### src/rtl/uart_pkg.sv
// uart_pkg: shared UART definitions for receiver and transmitter
//   uart_state_t    : frame FSM states
//   FRAME_DATA_BITS : data bits per frame
//   clks_per_bit()  : clock cycles per bit time
package uart_pkg;
    typedef enum logic [1:0] {IDLE, START, DATA, STOP} uart_state_t;
    localparam int FRAME_DATA_BITS = 8;
    function automatic int clks_per_bit(input int clk_freq, input int baud);
        return clk_freq / baud;
    endfunction
endpackage

### src/rtl/sync_2ff.sv
// sync_2ff: two-flop synchronizer for an asynchronous single-bit input
//   clk, reset : clock, async active-high reset (both flops load RESET_VAL)
//   d          : asynchronous input
//   q          : synchronized output
module sync_2ff #(
    parameter logic RESET_VAL = 1'b0
) (
    input  logic clk,
    input  logic reset,
    input  logic d,
    output logic q
);
    logic meta;
    always_ff @(posedge clk or posedge reset)
        if (reset) {q, meta} <= {RESET_VAL, RESET_VAL};
        else       {q, meta} <= {meta, d};
endmodule

### src/rtl/uart_rx.sv
// uart_rx: 8N1 serial receiver with mid-bit sampling, false-start rejection and framing-error flag
//   clk, reset : clock, async active-high reset
//   rx_line    : serial input, idle high, asynchronous
//   data       : last good byte, updated with rx_valid
//   rx_valid   : one-cycle pulse on a frame with a good stop bit
//   rx_busy    : high while a frame is in progress
//   frame_err  : one-cycle pulse when the stop bit samples low
module uart_rx import uart_pkg::*; #(
    parameter int CLK_FREQ  = 50000000,
    parameter int BAUD_RATE = 9600
) (
    input  logic       clk,
    input  logic       reset,
    input  logic       rx_line,
    output logic [7:0] data,
    output logic       rx_valid,
    output logic       rx_busy,
    output logic       frame_err
);
    localparam int          CPB      = clks_per_bit(CLK_FREQ, BAUD_RATE);
    localparam logic [15:0] CPB_M1   = 16'(CPB - 1);
    localparam logic [15:0] HALF_M1  = 16'(CPB / 2 - 1);
    localparam logic [2:0]  LAST_BIT = 3'(FRAME_DATA_BITS - 1);

    logic        rx_s;
    uart_state_t state, state_n;
    logic [15:0] clk_count, clk_count_n;
    logic [2:0]  bit_index, bit_index_n;
    logic [7:0]  shift, shift_n, data_n;
    logic        rx_valid_n, frame_err_n;

    sync_2ff #(.RESET_VAL(1'b1)) u_sync (.clk(clk), .reset(reset), .d(rx_line), .q(rx_s));

    always_ff @(posedge clk or posedge reset)
        if (reset) begin
            state     <= IDLE;
            clk_count <= '0;
            bit_index <= '0;
            shift     <= '0;
            data      <= '0;
            rx_valid  <= 1'b0;
            frame_err <= 1'b0;
        end else begin
            state     <= state_n;
            clk_count <= clk_count_n;
            bit_index <= bit_index_n;
            shift     <= shift_n;
            data      <= data_n;
            rx_valid  <= rx_valid_n;
            frame_err <= frame_err_n;
        end

    // Returning to IDLE at mid-stop-bit lets a back-to-back start bit be caught without a gap.
    always_comb begin
        state_n     = state;
        clk_count_n = clk_count;
        bit_index_n = bit_index;
        shift_n     = shift;
        data_n      = data;
        rx_valid_n  = 1'b0;
        frame_err_n = 1'b0;
        case (state)
            IDLE:
                if (!rx_s) begin
                    state_n     = START;
                    clk_count_n = '0;
                end
            START: begin
                clk_count_n = clk_count + 16'd1;
                if (clk_count == HALF_M1) begin
                    state_n     = rx_s ? IDLE : DATA;
                    clk_count_n = '0;
                    bit_index_n = '0;
                end
            end
            DATA: begin
                clk_count_n = clk_count + 16'd1;
                if (clk_count == CPB_M1) begin
                    shift_n[bit_index] = rx_s;
                    clk_count_n        = '0;
                    bit_index_n        = bit_index + 3'd1;
                    state_n            = (bit_index == LAST_BIT) ? STOP : DATA;
                end
            end
            STOP: begin
                clk_count_n = clk_count + 16'd1;
                if (clk_count == CPB_M1) begin
                    data_n      = rx_s ? shift : data;
                    rx_valid_n  = rx_s;
                    frame_err_n = !rx_s;
                    clk_count_n = '0;
                    state_n     = IDLE;
                end
            end
        endcase
    end

    assign rx_busy = state != IDLE;
endmodule

### config.mk
export PLATFORM = sky130hd
export DESIGN_NAME = uart_rx
export DESIGN_NICKNAME = d
export VERILOG_FILES = /design/src/rtl/uart_pkg.sv /design/src/rtl/sync_2ff.sv /design/src/rtl/uart_rx.sv
export SDC_FILE = /design/constraint.sdc
export NUM_CORES = 1
export LEC_CHECK = 0
export CORE_MARGIN = 3
export CORE_UTILIZATION = 50
export DETAILED_ROUTE_END_ITERATION = 16
export PLACE_DENSITY = 0.72
export SLEW_MARGIN = 10
export SYNTH_ARGS = -nofsm -noshare
export SYNTH_HDL_FRONTEND = slang
export SYNTH_HIERARCHICAL = 1
export SYNTH_SLANG_ARGS = --single-unit
### constraint.sdc
create_clock -name clk -period 2.3 [get_ports clk]
set_clock_uncertainty 0.1 [all_clocks]
set_input_delay 0.46 -clock clk [delete_from_list [all_inputs] [get_ports clk]]
set_output_delay 0.46 -clock clk [all_outputs]
set_load 0.005 [all_outputs]
* Word level (Yosys, flattened, before mapping)
Cells that the tools add are included.
** Storage, ports and cells
- Flip-flop bits (word level) :: 41
- Input bits :: 3
- Output and inout bits :: 11
- Logic and storage cells :: 54
** Operators by class
- Add/sub/neg operators :: 2
- Order comparisons :: 2
- Eq/ne operators :: 10
- Mux-type cells :: 21
- Reductions and logical operators :: 10
** Operators by type and width (number)
- $mux W16 :: 3
- $pmux W16 S3 :: 1
- $add A16 B1 Y16 const B :: 1
- $eq A16 B12 Y1 const B :: 1
- $eq A16 B13 Y1 const B :: 1
- $mux W2 :: 5
- $bwmux W8 :: 1
- $ne A2 B2 Y1 const B :: 4
- $pmux W2 S4 :: 1
- $mux W1 :: 6
- $mux W3 :: 2
- $pmux W3 S2 :: 1
- $reduce_and A3 Y1 :: 2
- $eq A2 B2 Y1 const B :: 2
- $lt A3 B4 Y1 const B :: 1
- $reduce_and A4 Y1 :: 1
- $reduce_bool A2 Y1 :: 2
- $add A3 B1 Y3 const B :: 1
- $demux W1 S3 :: 1
- $eq A3 B3 Y1 const B :: 1
- $ge A3 B1 Y1 const B :: 1
- $eq A2 B1 Y1 const B :: 1
- $logic_not A2 Y1 :: 1
- $reduce_and A2 Y1 :: 1
- other kinds (3) :: 3

* Longest topological paths before layout
Gate-level depths: netlist of run 1.
- Word-level depth :: 5
- Mapped depth :: 7

* Modules after synthesis
Netlist of run 1, hierarchy kept.
** Modules (own cells, without submodules)
- uart_rx :: times used 1, cells an instance 197, area an instance 2072.0 sq um, sequential area each 975.9 sq um
- sync_2ff :: times used 1, cells an instance 3, area an instance 56.3 sq um, sequential area each 52.6 sq um

* Worst setup path before layout of run 1
Ideal clock, no wire load.
- Path kind :: reg2reg
- Start point :: reg clk_count[0]
- End point :: reg shift[6]
- Library setup time :: 125 ps
- Arrival :: 1976 ps
- Setup slack :: 99 ps
- Cell stages (with the launch flop) :: 8
- Clock period less this slack :: 2201 ps
- Path through :: dfrtp_1 ha_1 nor4b_4 nand4_2 nand2b_4 buf_6 or3_1 mux2_4
** On the way
- Cells in the longest elaborated chain, start to end :: 2
** Ends and longest elaborated chain
- start, declared :: line uart_rx.sv:27 : logic [15:0] clk_count, clk_count_n;
- start signal, assigned :: line uart_rx.sv:45 : clk_count <= clk_count_n;
- $eq A16 B13 Y1 :: line uart_rx.sv:78 : if (clk_count == CPB_M1) begin
- $reduce_and A2 Y1 (no line)
- end signal, assigned :: line uart_rx.sv:47 : shift <= shift_n;
- end, declared :: line uart_rx.sv:29 : logic [7:0] shift, shift_n, data_n;
No other way between the ends.
A chain may end at the register's enable or synchronous reset.

* Worst setup path in the final report of run 1
- Start point :: reg clk_count[1]
- End point :: reg shift[6]
Same word-level chain as after synthesis.

==> results of run 1 <==
## Yosys cell counts, types with 2 or more instances
| cell | n | area share (%) |
|---|---|---|
| a21oi_1 | 7 | 1.6 |
| a22o_1 | 8 | 3.3 |
| a31oi_1 | 6 | 1.8 |
| and3_1 | 4 | 1.2 |
| and3b_1 | 2 | 0.82 |
| and4_1 | 2 | 0.82 |
| buf_2 | 4 | 0.94 |
| clkbuf_1 | 8 | 1.4 |
| dfrtp_1 | 39 | 46 |
| dfstp_2 | 2 | 2.5 |
| ha_1 | 3 | 1.8 |
| inv_1 | 7 | 1.2 |
| mux2_2 | 15 | 7.9 |
| mux2i_1 | 3 | 1.4 |
| nand2_1 | 16 | 2.8 |
| nand2b_1 | 2 | 0.59 |
| nand3_1 | 8 | 1.9 |
| nand3b_1 | 2 | 0.71 |
| nand4_1 | 5 | 1.5 |
| nor2_1 | 11 | 1.9 |
| nor3_1 | 4 | 0.94 |
| nor4_1 | 4 | 1.2 |
| nor4b_1 | 3 | 1.2 |
| nor4b_2 | 2 | 1.4 |
| nor4bb_1 | 2 | 0.94 |
| o211ai_1 | 2 | 0.71 |
| o21ai_0 | 7 | 1.6 |
| or2_2 | 4 | 1.2 |
| or4_1 | 2 | 0.71 |
| xnor2_1 | 3 | 1.2 |
| xor2_1 | 3 | 1.2 |
## area by class of cell
cell class / count / share of cell area (%)
clock buffer: 5 / 2.78
timing repair buffer: 23 / 8.80
tap: 50 / 2.53
clock inverter: 3 / 1.87
sequential: 41 / 41.6
multi-input combinational: 139 / 41.4
inverter: 7 / 1.06
## routing by layer
layer | wire length [um] | track usage, % | vias up
met2 | 1940 | 25.6 | 30
li1 | - | - | 765
met4 | 83 | 6.68 | 0
met1 | 2010 | 28.0 | 787
met3 | 156 | 4.49 | 10
met5 | 0 | 0 | -
## power by group through the flow
stage / clock (mW) / sequential (mW) / combinational, mW
finish: 0.593 / 0.727 / 0.0192
global route: 0.631 / 0.727 / 0.0230
CTS: 0.599 / 0.726 / 0.0206
detailed placement: 0 / 0.741 / 0.0207
global placement: 0 / 0.741 / 0.0197
floorplan: 0 / 0.738 / 0.0132
## repair_timing
action | 4_1_cts | 5_1_grt
endpoints found under the hold margin | 0 | 0
resized for setup | 0 | 2
setup buffers | 0 | 1
setup endpoints to repair | 0 | 4
## kinds of logic after synthesis
kind of cell,Yosys count,share of synthesized area [%]
AND/OR/NAND/NOR,79,23.4
buffers and inverters,20,4.12
adder cells (fa/ha/maj),3,1.76
AO/OA/AOI/OAI,32,9.88
multiplexers,19,10.1
XOR/XNOR,6,2.47
flip-flops,41,48.3
## registers in the layout, summed over array words and instances, names as in the netlist, named ones only
signal       count
u_sync/q         1
data             8
clk_count       16
shift            8
u_sync/meta      1
bit_index        3
state            1
frame_err        1
rx_valid         1
## worst max-delay path: stages, from the launching register on
cell      delay, ns
dfrtp_1        0.41
ha_1           0.20
nor4b_4        0.24
nand4_2        0.17
nand2b_4       0.23
or3_1          0.39
mux2_4         0.30
## final timing paths
path | end | slack, ns | from | cells after the start
max | shift[6]$_DFFE_PP0P_ | 0.15 | clk_count[1]$_DFFE_PP0N_ | 6
min | u_sync/q$_DFF_PP1_ | 0.26 | u_sync/meta$_DFF_PP1_ | 0
max reg2reg | shift[6]$_DFFE_PP0P_ | 0.15 | clk_count[1]$_DFFE_PP0N_ | 6
min reg2reg | u_sync/q$_DFF_PP1_ | 0.26 | u_sync/meta$_DFF_PP1_ | 0
max in group asynchronous | frame_err$_DFF_PP0_ | 1.25 | reset | 3
min in group asynchronous | u_sync/q$_DFF_PP1_ | 0.41 | reset | 2
## stage by stage
step	instances	utilization (%)	setup WS, ns	power (mW)
final	268	61.0	0.150	1.34
after global routing	268	61.0	0.0358	1.38
after CTS	267	60.5	0.0573	1.35
after detailed placement	259	57.7	0.0806	0.761
after global placement	259	57.7	0.156	0.760
after floorplan	200	-	0.0990	0.751
==> results.md, run 1 <==
* Leak at 1.13 nW
* CTS Buf Count at 5
* Overflow after GRT at 0
* Syn_nets at 206
* 1st-pass router iterations at 4
* VDD IR max at 0.000365 V
* TritonCTS sink count at 41
* Vias in the first global route at 1,529
* Number of synthesized flops with an enable pin at 0
* RSZ-0062 raised after global routing: no
* CTS tree: done
* Footprint of the multi-input gates at 0.00102 mm^2
* Area Growth Syn to Fin at 16.3%
* Vert. Die Dim at 71.2 um
* Comb pwr share at 1.4%
* Async S/R FF share, synth at 100%
* Largest net degree at the start of global routing at 40
* Crit start category: register
* Final WL at 4190 um
* TNS Setup at 0 ns
* Synth Flop Type: dfrtp_1
* Max cap viols at 0
* Fmax at 465 MHz
* WHS at 0.258 ns
* Status: finished clean
* NumNets Final at 223
* Most common cell after layout, fill and taps aside: dfrtp_1
* Share of cells above drive strength 1 at 21.6%
* Internal power at 1.05 mW
* Max FO, Critical Path at 9
* Width of the die at 71.2 um
* Initial drt markers at 124
* Worst path arrival time at 2.25 ns
* Placed cell area at 0.00234 mm^2
* CORE AREA at 0.00406 mm^2
* Sw Ratio at 21.3%
* Final instance area at 0.00247 mm^2
* Die Footprint at 0.00508 mm^2
* Hold Path Class: reg -> reg
* First-pass GRT wire length at 7420 um
* Synth unique cells at 41
* Worst EP required at 2.40 ns
* Initial Utilization at 52.5%
* Post-route ant nets at 0
* Pins Over Slew Limit at 0
* Std cell rows at 23
* Tot GR Track Use at 18.5%
* Clock buffer depth at 2
* Seq pwr share at 54.3%
* Fillers at 322
* Yosys warns at 6
* Vias per Instance at 5.94
* Worst slew pin tran at 0.486 ns
* Yosys reg bits at 41
* CP Capture Type: register
* Hold Fails Final Rpt at 0
* Via count at 1,592
* Most frequent cells in the layout: dfrtp_1, nand2_1, mux2_2, clkdlybuf4s50_1, nor2_1
* Worst setup path class: reg -> reg
* Post-DR wirelength/cell at 15.6 um
* Sw Pwr at 0.286 mW
* Later-pin clock latency in the skew report at 0.30 ns
* Antenna diodes at 0
* GP Congestion at 0.841
* Rel. slew slack at 67.6%
* DRC errors left at 0
* Initial antenna violation count at 0
* Clk pwr share at 44.3%
* Root buf cell: clkbuf_8
* Hpwl dp at 2900 um
* Post-synthesis sequential area ratio at 48.3%
* Mapped Cells at 200
* Post-CTS Hold Buffers at 0
* Sequential cell area at 0.00103 mm^2
* I/O Pins at 14
* Final min period at 2.15 ns
* H-tree depth at 2
* Synth Area per Inst at 10.6 um^2
* Buffers on Ports at 13
* Clock slew at reported path FFs at 0.09 ns
* Fin crit share at 93.5%
* Synth Cell Area at 0.00213 mm^2
* PwrDens at 541 mW/mm^2
* Setup-failing EPs final at 0
No activity file was read; power rests on OpenSTA's default activity.
==> run 2, diff against run 1 <==
--- a/config.mk
+++ b/config.mk
@@ -5,6 +5,7 @@
 export SDC_FILE = /design/constraint.sdc
 export NUM_CORES = 1
 export LEC_CHECK = 0
+export CAP_MARGIN = 30
 export CORE_MARGIN = 3
 export CORE_UTILIZATION = 50
 export DETAILED_ROUTE_END_ITERATION = 16
==> results of run 2 <==
The final DEF is identical to that of run 1; final timing and power are the same.
==> run 3, diff against run 2 <==
--- a/config.mk
+++ b/config.mk
@@ -15,3 +15,4 @@
 export SYNTH_HDL_FRONTEND = slang
 export SYNTH_HIERARCHICAL = 1
 export SYNTH_SLANG_ARGS = --single-unit
+export TNS_END_PERCENT = 1
==> run 3 against run 2 <==
  * Worst setup slack worse by 0.055 ns
  * Clock-buffer cell count did not move
  * Flip-flop and latch count unchanged
  * Largest cell class unchanged
  * Wire length decreased by 0.12%
==> results.md, run 3 (same netlist as run 1, synthesis figures left out) <==
* H-tree depth at 2
* RSZ-0062 raised after global routing: yes
* PwrDens at 543 mW/mm^2
* Pins Over Slew Limit at 0
* Most frequent cells in the layout: dfrtp_1, nand2_1, mux2_2, clkdlybuf4s50_1, nor2_1
* Worst Path Buf+Inv at 0
* Hold Path Class: reg -> reg
* Via count at 1,592
* Root buf cell: clkbuf_8
* First-pass GRT wire length at 7420 um
* Die Footprint at 0.00508 mm^2
* Placed cell area at 0.00234 mm^2
* Width of the die at 71.2 um
* Clock buffer depth at 2
* Setup-failing EPs final at 0
* Fmax at 454 MHz
* Buffers on Ports at 13
* CTS tree: done
* RR Startpoint: clk_count[1]$_DFFE_PP0N_
* Most common cell after layout, fill and taps aside: dfrtp_1
* Vert. Die Dim at 71.2 um
* Max cap viols at 0
* Largest stage delay on the critical path at 0.41 ns
* Initial drt markers at 117
* TNS Setup at 0 ns
* Hpwl dp at 2900 um
* Vias in the first global route at 1,529
* Leak at 1.13 nW
* Hold Startpoint: u_sync/meta$_DFF_PP1_
* Critical path's top delay family: simple AND/OR/NAND/NOR gates
* Initial antenna violation count at 0
* Vias per Instance at 5.96
* Rel. slew slack at 67.6%
* DRC errors left at 0
* Final instance area at 0.00247 mm^2
* Fin crit share at 95.9%
* Final WL at 4180 um
* Crit path from: clk_count[1]$_DFFE_PP0N_
* CP Capture Type: register
* Post-route ant nets at 0
* Worst setup path class: reg -> reg
* Antenna diodes at 0
* I/O Pins at 14
* Area Growth Syn to Fin at 15.9%
* Max FO, Critical Path at 9
* Post-DR wirelength/cell at 15.7 um
* Worst slew pin tran at 0.486 ns
* Overflow after GRT at 0
* Setup Fix Bufs, Post-CTS at 0
* CTS Buf Count at 5
* Top reg by flops: clk_count
* Largest registers: clk_count x16, data x8, shift x8
* CP max-delay cell: dfrtp_1
* Clock slew at reported path FFs at 0.09 ns
* VDD IR max at 0.000365 V
* Final min period at 2.20 ns
* Initial Utilization at 52.5%
* CORE AREA at 0.00406 mm^2
* Tot GR Track Use at 18.5%
* NumNets Final at 222
* TritonCTS sink count at 41
* Std cell rows at 23
* Later-pin clock latency in the skew report at 0.30 ns
* Post-CTS Hold Buffers at 0
* Hold Fails Final Rpt at 0
* Largest net degree at the start of global routing at 40
* Worst path arrival time at 2.30 ns
* Status: finished clean
* Crit start category: register
* Share of cells above drive strength 1 at 21.2%
* Fillers at 322
* Max reg flops at 16
* Worst-path cell chain: ha_1 > nor4b_4 > nand4_2 > nand2b_4 > or3_1 > mux2_4
* 1st-pass router iterations at 4
* GP Congestion at 0.841
* Worst EP required at 2.40 ns
==> run 3: cell types whose count changed in the layout (fill, tap and decap cells not counted), sizes merged <==
cell  previous run  this run
buf             10         9
==> run 3: layer usage <==
metal | routed length (um) | up-vias | GRT usage [%]
met5 | 0 | - | 0
met4 | 83 | 0 | 6.68
met3 | 135 | 10 | 4.49
met2 | 1930 | 28 | 25.6
met1 | 2040 | 791 | 28.0
li1 | - | 763 | -
==> run 3: where the power goes <==
part	switching, mW	internal [mW]	total (mW)
Sequential	0.00323	0.723	0.727
Clock	0.269	0.325	0.594
Combinational	0.0146	0.00461	0.0192
Total	0.287	1.05	1.34
==> run 3: cell type report <==
type                    count  area (um^2)  area share, %
flip-flops and latches     41         1030           41.7
multi-input cells         139         1020           41.5
clock inverters             3         46.3           1.88
clock buffers               5         68.8           2.79
inverters                   7         26.3           1.06
well taps                  50         62.6           2.54
repair buffers             22          210           8.52
==> run 3: through the flow <==
step	setup slack (ns)	hold WS [ns]	utilization, %	cells	power, mW
2_1_floorplan	0.0990	0.245	-	200	0.751
6_report	0.0951	0.258	60.8	267	1.34
5_1_grt	-0.0304	0.267	60.8	267	1.38
3_5_place_dp	0.0806	0.248	57.7	259	0.761
4_1_cts	0.0573	0.259	60.5	267	1.35
3_3_place_gp	0.156	0.246	57.7	259	0.760
==> run 3: worst paths after layout <==
kind / end / slack (ns) / cells past startpoint
hold / removal: u_sync/q$_DFF_PP1_ / 0.26 / 0
max in group asynchronous: async pin / 1.25 / 3
min in group asynchronous: u_sync/q$_DFF_PP1_ / 0.41 / 2
setup reg to reg: shift[6]$_DFFE_PP0P_ / 0.1 / 6
setup / recovery: shift[6]$_DFFE_PP0P_ / 0.1 / 6
hold reg to reg: u_sync/q$_DFF_PP1_ / 0.26 / 0
==> run 3: repair_timing <==
| item | 4_1_cts | 5_1_grt |
|---|---|---|
| gates resized for setup | 0 | 2 |
| endpoints found under the setup margin | 0 | 4 |
| hold endpoints to repair | 0 | 0 |
